$ cat src/rtl/switch_led_arbiter_pkg.sv
// Shared types and constants for the two-requester switch/LED arbiter.
//   state_t : arbiter FSM states
//   owner_t : grant owner encoding (0 = requester 1, 1 = requester 2)
package switch_led_arbiter_pkg;

  typedef enum logic [1:0] {
    IDLE  = 2'd0,
    SERVE = 2'd1,
    GAP   = 2'd2
  } state_t;

  typedef enum logic {
    OWNER_1 = 1'b0,
    OWNER_2 = 1'b1
  } owner_t;

  // Requester 2 is treated as the previous owner so requester 1 wins the first tie.
  localparam owner_t LAST_OWNER_RST = OWNER_2;

  // Larger of two unsigned values, for sizing shared counters.
  function automatic int unsigned max_u(input int unsigned a, input int unsigned b);
    return (a > b) ? a : b;
  endfunction

  // Counter width able to hold 0..n-1, never narrower than one bit.
  function automatic int unsigned cnt_width(input int unsigned n);
    return (n > 1) ? $clog2(n) : 1;
  endfunction

endpackage

$ cat src/rtl/switch_debounce.sv
// Two-flop synchroniser followed by a saturating-run debouncer for one raw switch.
//   i_clk    : system clock
//   i_rst    : synchronous active-high reset
//   i_switch : raw, asynchronous switch level
//   o_switch : debounced level (registered)
module switch_debounce
  import switch_led_arbiter_pkg::*;
#(
  parameter int unsigned DEBOUNCE_LIMIT = 250000
) (
  input  logic i_clk,
  input  logic i_rst,
  input  logic i_switch,
  output logic o_switch
);

  localparam int unsigned        CNT_W    = cnt_width(DEBOUNCE_LIMIT);
  localparam logic [CNT_W-1:0]   CNT_LAST = CNT_W'(DEBOUNCE_LIMIT - 1);

  logic             sync_1;
  logic             sync_2;
  logic             stable;
  logic [CNT_W-1:0] count;

  // Synchronise, then accept a new level only after DEBOUNCE_LIMIT consecutive disagreeing samples.
  always_ff @(posedge i_clk) begin
    if (i_rst) begin
      sync_1 <= 1'b0;
      sync_2 <= 1'b0;
      stable <= 1'b0;
      count  <= '0;
    end else begin
      sync_1 <= i_switch;
      sync_2 <= sync_1;
      if (sync_2 == stable) begin
        count <= '0;
      end else if (count == CNT_LAST) begin
        stable <= sync_2;
        count  <= '0;
      end else begin
        count <= count + CNT_W'(1);
      end
    end
  end

  assign o_switch = stable;

endmodule

$ cat src/rtl/switch_led_arbiter.sv
// Round-robin sharing of the LED resource between two debounced push switches.
//   i_clk      : system clock
//   i_rst      : synchronous active-high reset
//   i_switch_1 : raw switch, requester 1
//   i_switch_2 : raw switch, requester 2
//   o_led_1    : requester 1 holds the grant
//   o_led_2    : requester 2 holds the grant
//   o_led_3    : requester 1 pending
//   o_led_4    : requester 2 pending
//   o_busy     : arbiter in SERVE or GAP
module switch_led_arbiter
  import switch_led_arbiter_pkg::*;
#(
  parameter int unsigned DEBOUNCE_LIMIT = 250000,
  parameter int unsigned HOLD_CYCLES    = 12500000,
  parameter int unsigned GAP_CYCLES     = 2500000
) (
  input  logic i_clk,
  input  logic i_rst,
  input  logic i_switch_1,
  input  logic i_switch_2,
  output logic o_led_1,
  output logic o_led_2,
  output logic o_led_3,
  output logic o_led_4,
  output logic o_busy
);

  localparam int unsigned      TMR_W     = $clog2(max_u(HOLD_CYCLES, GAP_CYCLES) + 1);
  localparam logic [TMR_W-1:0] HOLD_LAST = TMR_W'(HOLD_CYCLES - 1);
  localparam logic [TMR_W-1:0] GAP_LAST  = TMR_W'(GAP_CYCLES - 1);

  logic             stable_1;
  logic             stable_2;
  logic             stable_q_1;
  logic             stable_q_2;
  logic             rise_1;
  logic             rise_2;

  logic             pending_1;
  logic             pending_2;
  logic             pending_1_nxt;
  logic             pending_2_nxt;
  logic             grant_1;
  logic             grant_2;

  state_t           state;
  state_t           state_nxt;
  owner_t           owner;
  owner_t           owner_nxt;
  owner_t           last_owner;
  owner_t           last_owner_nxt;
  logic [TMR_W-1:0] timer;
  logic [TMR_W-1:0] timer_nxt;

  logic             led_1_nxt;
  logic             led_2_nxt;
  logic             busy_nxt;

  // Per-switch synchroniser and debouncer.
  switch_debounce #(
    .DEBOUNCE_LIMIT(DEBOUNCE_LIMIT)
  ) u_debounce_1 (
    .i_clk   (i_clk),
    .i_rst   (i_rst),
    .i_switch(i_switch_1),
    .o_switch(stable_1)
  );

  switch_debounce #(
    .DEBOUNCE_LIMIT(DEBOUNCE_LIMIT)
  ) u_debounce_2 (
    .i_clk   (i_clk),
    .i_rst   (i_rst),
    .i_switch(i_switch_2),
    .o_switch(stable_2)
  );

  // Press events: debounced rising edges only; releases are ignored.
  assign rise_1 = stable_1 & ~stable_q_1;
  assign rise_2 = stable_2 & ~stable_q_2;

  // Next-state, grant, pending and output decode.
  always_comb begin
    state_nxt      = state;
    owner_nxt      = owner;
    last_owner_nxt = last_owner;
    timer_nxt      = timer;
    grant_1        = 1'b0;
    grant_2        = 1'b0;

    case (state)
      IDLE: begin
        // On a tie the requester that did not own the LED last time wins.
        if (pending_1 && (!pending_2 || (last_owner == OWNER_2))) begin
          grant_1 = 1'b1;
        end else if (pending_2) begin
          grant_2 = 1'b1;
        end
        if (grant_1 || grant_2) begin
          owner_nxt      = grant_1 ? OWNER_1 : OWNER_2;
          last_owner_nxt = grant_1 ? OWNER_1 : OWNER_2;
          timer_nxt      = '0;
          state_nxt      = SERVE;
        end
      end
      SERVE: begin
        if (timer == HOLD_LAST) begin
          timer_nxt = '0;
          state_nxt = GAP;
        end else begin
          timer_nxt = timer + TMR_W'(1);
        end
      end
      GAP: begin
        if (timer == GAP_LAST) begin
          timer_nxt = '0;
          state_nxt = IDLE;
        end else begin
          timer_nxt = timer + TMR_W'(1);
        end
      end
      default: begin
        timer_nxt = '0;
        state_nxt = IDLE;
      end
    endcase

    // A press on the grant edge re-queues the request.
    pending_1_nxt = rise_1 | (pending_1 & ~grant_1);
    pending_2_nxt = rise_2 | (pending_2 & ~grant_2);

    led_1_nxt = (state_nxt == SERVE) && (owner_nxt == OWNER_1);
    led_2_nxt = (state_nxt == SERVE) && (owner_nxt == OWNER_2);
    busy_nxt  = (state_nxt != IDLE);
  end

  // State, bookkeeping and registered outputs.
  always_ff @(posedge i_clk) begin
    if (i_rst) begin
      state      <= IDLE;
      owner      <= OWNER_1;
      last_owner <= LAST_OWNER_RST;
      timer      <= '0;
      pending_1  <= 1'b0;
      pending_2  <= 1'b0;
      stable_q_1 <= 1'b0;
      stable_q_2 <= 1'b0;
      o_led_1    <= 1'b0;
      o_led_2    <= 1'b0;
      o_busy     <= 1'b0;
    end else begin
      state      <= state_nxt;
      owner      <= owner_nxt;
      last_owner <= last_owner_nxt;
      timer      <= timer_nxt;
      pending_1  <= pending_1_nxt;
      pending_2  <= pending_2_nxt;
      stable_q_1 <= stable_1;
      stable_q_2 <= stable_2;
      o_led_1    <= led_1_nxt;
      o_led_2    <= led_2_nxt;
      o_busy     <= busy_nxt;
    end
  end

  assign o_led_3 = pending_1;
  assign o_led_4 = pending_2;

endmodule

$ cat config.mk
export PLATFORM = sky130hd
export DESIGN_NAME = switch_led_arbiter
export DESIGN_NICKNAME = d
export VERILOG_FILES = /design/src/rtl/switch_led_arbiter_pkg.sv /design/src/rtl/switch_debounce.sv /design/src/rtl/switch_led_arbiter.sv
export SDC_FILE = /design/constraint.sdc
export NUM_CORES = 1
export LEC_CHECK = 0
export BUFFER_PORTS_ARGS = -buffer_cell sky130_fd_sc_hd__buf_2
export CORE_MARGIN = 2
export CORE_UTILIZATION = 35
export CTS_BUF_LIST = sky130_fd_sc_hd__clkbuf_16
export DETAILED_ROUTE_END_ITERATION = 12
export PLACE_DENSITY = 0.56
export SYNTH_ARGS = -nofsm -noshare
export SYNTH_HDL_FRONTEND = slang
export SYNTH_HIERARCHICAL = 1
export SYNTH_SLANG_ARGS = --single-unit
$ cat constraint.sdc
create_clock -name i_clk -period 4.3 [get_ports i_clk]
set_input_delay 0.86 -clock i_clk [delete_from_list [all_inputs] [get_ports i_clk]]
set_output_delay 0.86 -clock i_clk [all_outputs]
set_load 0.05 [all_outputs]
* After elaboration in Yosys (flattened, before gate mapping)
Cells that the tools add are included.
** Cells by class
- Add/sub/neg operators :: 3
- Bitwise gates (word level) :: 13
- Reductions and logical operators :: 13
- Eq/ne operators :: 10
- Mux-type cells :: 18
** Operator list (number)
- $mux 24 :: 3
- $pmux 24 s3 :: 1
- $add 18x1->18 const B :: 2
- $eq 18x18->1 const B :: 2
- $add 24x1->24 const B :: 1
- $eq 24x22->1 const B :: 1
- $eq 24x24->1 const B :: 1
- $mux 1 :: 10
- $not 1->1 :: 7
- $mux 2 :: 3
- $pmux 2 s3 :: 1
- $reduce_and 2->1 :: 3
- $reduce_or 3->1 :: 2
- $and 1x1->1 :: 4
- $eq 2x1->1 const B :: 2
- $logic_and 1x1->1 :: 3
- $eq 1x1->1 :: 2
- $eq 2x2->1 const B :: 1
- $logic_not 2->1 :: 1
- $logic_or 1x1->1 :: 2
- $ne 2x2->1 const B :: 1
- $or 1x1->1 :: 2
- $reduce_bool 2->1 :: 1
- $logic_not 1->1 :: 1
** Storage, ports and cells
- Register bits :: 77
- Logic and storage cells :: 76
- Output and inout bits :: 5
- Bits of input ports :: 4

* Longest topological paths before layout
- Word-level depth :: 10
- Mapped depth :: 8
- Mapped depth without buffers :: 7

* Hierarchy
The synthesis kept the hierarchy.
** By module, submodules not included
- switch_debounce :: area an instance 914.6 µm², sequential area each 420.4 µm², times used 2, cells an instance 104
- switch_led_arbiter :: area an instance 1754.2 µm², sequential area each 700.7 µm², times used 1, cells an instance 191

* Worst setup path before layout
Ideal clock, no wire load.
- Path type :: register to register
- From :: register pending_1, in the netlist o_led_3
- To :: register timer[16]
- Stages on the path, launching flop included :: 6
- Path buffers :: 1
- Data required time :: 4.214 ns
- Period minus slack after synthesis :: 2.146 ns
- Path slack :: 2.154 ns
- Library setup time :: 0.086 ns
- Data arrival time :: 2.060 ns
- Cells stage by stage :: dfxtp_1 -> nor3b_1 -> or4b_1 -> buf_2 -> or3_1 -> a221oi_2
** Between the ends
- Longest elaborated chain between the ends :: 5
- Elaborated cells between the ends (all ways) :: 7
- Those cells by class :: eq/ne: 1; mux: 4; reduce/logical: 2
** RTL lines
- start: declaration :: line switch_led_arbiter.sv:40 : logic pending_1;
- start signal: assignment :: line switch_led_arbiter.sv:157 : pending_1 <= pending_1_nxt;
- $logic_and 1x1->1 (*) :: line switch_led_arbiter.sv:95 : if (pending_1 && (!pending_2 || (last_owner == OWNER_2))) begin
- $mux 1 :: line switch_led_arbiter.sv:95
- $mux 1 :: line switch_led_arbiter.sv:92 : case (state)
- $logic_or 1x1->1 (*) :: line switch_led_arbiter.sv:100 : if (grant_1 || grant_2) begin
- $ne 2x2->1 (no line) (*)
- end signal: assignment :: line switch_led_arbiter.sv:156 : timer <= timer_nxt;
- end: declaration :: line switch_led_arbiter.sv:53 : logic [TMR_W-1:0] timer;
Mark *: on every way between the ends. The rest lies on a longest branch, timed or not. The select of a mux whose other input is x is not followed.
A chain may end at the register's enable or synchronous reset.

* Worst setup path in the final report
- From :: register state[0]
- To :: register timer[23]
** Between the ends
- Longest elaborated chain between the ends :: 2
- Elaborated cells between the ends (all ways) :: 5
- Those cells by class :: eq/ne: 3; mux: 1; reduce/logical: 1
** RTL lines
- start: declaration :: line switch_led_arbiter.sv:47 : state_t state;
- start signal: assignment :: line switch_led_arbiter.sv:153 : state <= state_nxt;
- $eq 2x2->1, or another cell as far along :: line switch_led_arbiter.sv:92
- $pmux 24 s3 / $ne 2x2->1 (equally long branches)
Several ways; a longest one is shown, not always the timed one.

==> results.py <==
metrics = {
    "run_status": {
        "status": "completed",
    },
    "worst_setup_path": {
        "startpoint_type": "flop",
        "crit_chain": "inv_1 > ha_1 > or3b_2 > nand4_1 > nor4b_1 > xnor2_1 > a211oi_1",
        "cp_data_required_time_ns": 4.55,
        "crit_path_end_kind": "flop",
        "arrival_ns": 3.01,
        "path_class": "reg2reg",
        "path_max_fanout": 30,
        "crit_path_max_incr_delay_ns": 0.65,
        "slowest_stage": "or3b_2",
    },
    "detailed_routing": {
        "detail_route.vias_per_cell": 5.13,
        "wl_met1_um": 3280,
        "route.met3.wl_um": 218,
        "drt_iter0_drc": 77,
        "drt_pre_antenna_iters": 4,
        "antenna_left": 0,
        "wl_met2_um": 3250,
        "vias": 2794,
        "top_layer": "met4",
        "drc_errors": 0,
        "drt-total-wl_um": 6810,
        "wire_per_inst_um": 12.5,
    },
    "sta": {
        "slew_headroom": 0.284,
        "fin_setup_tns_ns": 0,
        "finalHoldViolCount": 0,
        "post-route-period-util": 0.643,
        "setup_viol": 0,
        "layout_min_cycle_time_ns": 2.76,
        "clock_skew_ns": 0.00795,
        "rsz0062_at_grt": "no",
        "drv_slew": 0,
        "fin_ws_ns": 1.54,
        "max_slew.worst_pin.slew_ns": 1.07,
        "max_freq_ghz": 0.362,
    },
    "layout": {
        "fin_nets": 418,
        "design_area_mm2": 0.00402,
        "drive_gt1_frac": 0.112,
        "final_util": 0.408,
        "num_antenna_cells": 0,
        "area_delta_synth_final_pct": 12.3,
        "num-fill-cells": 1009,
    },
    "floorplanning": {
        "dieArea_mm2": 0.0111,
        "die_w_um": 105,
        "core_mm2": 0.00986,
        "die_h_um": 105,
        "num_rows": 36,
        "initial_utilization": 0.363,
        "io_pins": 9,
    },
    "power_and_ir_drop": {
        "total_power_w": 0.00142,
        "p_int_w": 0.00111,
        "leakagePower_nw": 1.15,
        "p_seq_frac": 0.504,
        "power_switching_share": 0.218,
        "switchingPower_w": 0.000309,
        "power-per-cell-area_mw_per_mm2": 353,
        "clockPowerShare": 0.485,
        "pwr-share-comb": 0.010,
        "ir_drop_v": 0.000145,
    },
    "place": {
        "io_buffers": 8,
        "gp_congestion": 0.790,
        "placed_cell_area_mm2": 0.00375,
        "dp_hpwl_um": 4540,
        "dp_slack_ns": 1.55,
    },
    "clock_tree": {
        "clock_path_buffers": 2,
        "clk-insertion-delay-late_ns": 0.33,
        "tritoncts": "done",
        "root_buffer": "clkbuf_16",
        "cts_buffers": 9,
        "ctsResizeCount": 0,
        "cts_htree_levels": 3,
        "hold_buffers": 0,
        "clkTransAtPathRegs_ns": 0.06,
        "clock_sinks": 77,
        "post-cts-setup-buffer-count": 0,
    },
    "yosys": {
        "synth-edff-count": 0,
        "postSynthAreaPerCell_um2": 8.98,
        "ys_async_sr_fraction": 0,
        "syn-num-nets": 410,
        "synth_seq_cells": 77,
        "syn_area_mm2": 0.00358,
        "ys_seq_area_frac": 0.430,
        "synth_cells": 399,
        "yosysWarnings": 6,
        "ys.flop_type": "dfxtp_1",
        "yosysUniqueCellTypes": 47,
    },
    "grt": {
        "grt_pass1_vias": 2634,
        "antenna_found_initial": 0,
        "grt_pass1_wl_um": 12000,
        "grt_usage": 0.133,
        "grt_max_degree": 38,
        "grt_remaining_overflow": 0,
    },
    "worst_hold_path": {
        "min_path_type": "reg2reg",
    },
    "job": {
        "maxCapViolations": 0,
    },
}
==> layout by cell type, fill, tap and decap left out, types with 3 or more instances in the layout <==
master and instances:
nand4_1 9, o21ai_2 3, nand2_1 28, xnor2_1 41
nor2_1 45, or3_2 4, ha_1 7, o21ai_0 9
clkbuf_16 9, nand3_1 17, inv_1 18, and3_1 6
nor4_1 11, a21oi_1 14, a211oi_1 21, nor3_1 16
or3_1 6, o31ai_1 5, dfxtp_1 77, buf_2 8
nor2b_1 8, nor4b_1 7, xor2_1 7
==> state kept, by name, summed over array words and instances (netlist names), 2 cells and up <==
register / cells
state: 2
timer: 24
u_debounce_1/count: 18
u_debounce_2/count: 18
==> through the flow <==
stage	hold WS, ns	instances
2_1_floorplan	0.414	399
3_3_place_gp	0.418	529
3_5_place_dp	0.423	529
4_1_cts	0.438	545
5_1_grt	0.451	545
6_report	0.432	545
==> layout make-up <==
cell class | count | area [µm²] | share of cell area
multi-input combinational | 293 | 1930 | 0.479
sequential | 77 | 1540 | 0.383
clock buffer | 9 | 225 | 0.0560
tap | 133 | 166 | 0.0414
inverter | 17 | 63.8 | 0.0159
clock inverter | 7 | 50.0 | 0.0124
timing repair buffer | 9 | 47.5 | 0.0118
==> worst paths after layout <==
kind / end / slack (ns) / startpoint / depth (start not counted)
setup / recovery: timer[23] / 1.54 / state[0] / 7
hold / removal: u_debounce_2/sync_2 / 0.43 / u_debounce_2/sync_1 / 1
setup reg to reg: timer[23] / 1.54 / state[0] / 7
hold reg to reg: u_debounce_2/sync_2 / 0.43 / u_debounce_2/sync_1 / 1
==> power groups by stage <==
stage          combinational, W  clock, W  sequential (W)
5_1_grt               0.0000166  0.000742        0.000716
4_1_cts               0.0000151  0.000718        0.000716
2_1_floorplan        0.00000991         0        0.000732
6_report              0.0000147  0.000690        0.000717
3_3_place_gp          0.0000148         0        0.000733
3_5_place_dp          0.0000150         0        0.000733
==> cells in the mapped netlist, drive strengths merged (2+ instances only) <==
| cell | number | area, µm² |
|---|---|---|
| dfxtp | 77 | 1540 |
| nor2 | 45 | 169 |
| xnor2 | 41 | 359 |
| nand2 | 28 | 105 |
| a211oi | 22 | 170 |
| nand3 | 19 | 105 |
| nor3 | 18 | 106 |
| inv | 17 | 63.8 |
| a21oi | 14 | 70.1 |
| o21ai | 12 | 71.3 |
| nor4 | 11 | 68.8 |
| nand4 | 10 | 68.8 |
| or3 | 10 | 67.6 |
| clkbuf | 9 | 33.8 |
| nor2b | 8 | 50.1 |
| nor4b | 8 | 76.3 |
| ha | 7 | 87.6 |
| xor2 | 7 | 61.3 |
| and3 | 6 | 37.5 |
| or4 | 6 | 55.1 |
| o31ai | 5 | 37.5 |
| buf | 3 | 15.0 |
| a221oi | 2 | 23.8 |
| nor4bb | 2 | 20.0 |
| or4b | 2 | 23.8 |
==> routing by layer <==
metal	track usage	up-vias
li1	-	1450
met1	0.163	1307
met2	0.221	30
met3	0.0468	7
met4	0.0371	0
met5	0	-
==> cell families after synthesis <==
| kind of cell | count (synthesis) | share of synthesized area |
|---|---|---|
| AOI/OAI and AO/OA | 62 | 0.124 |
| adders and majority gates | 7 | 0.0244 |
| buffers and inverters | 29 | 0.0314 |
| DFF | 77 | 0.430 |
| xor gates and xnor gates | 48 | 0.117 |
| and+or+nand+nor | 176 | 0.273 |
==> worst max-delay path, delay by kind of cell, from the launching register on <==
family	cells	cell delay, ns
buffers and inverters	1	0.09
DFF	1	0.36
AOI/OAI and AO/OA	1	0.20
and+or+nand+nor	3	1.64
adders and majority gates	1	0.27
xor gates and xnor gates	1	0.11
No activity file was read; power rests on OpenSTA's default activity.
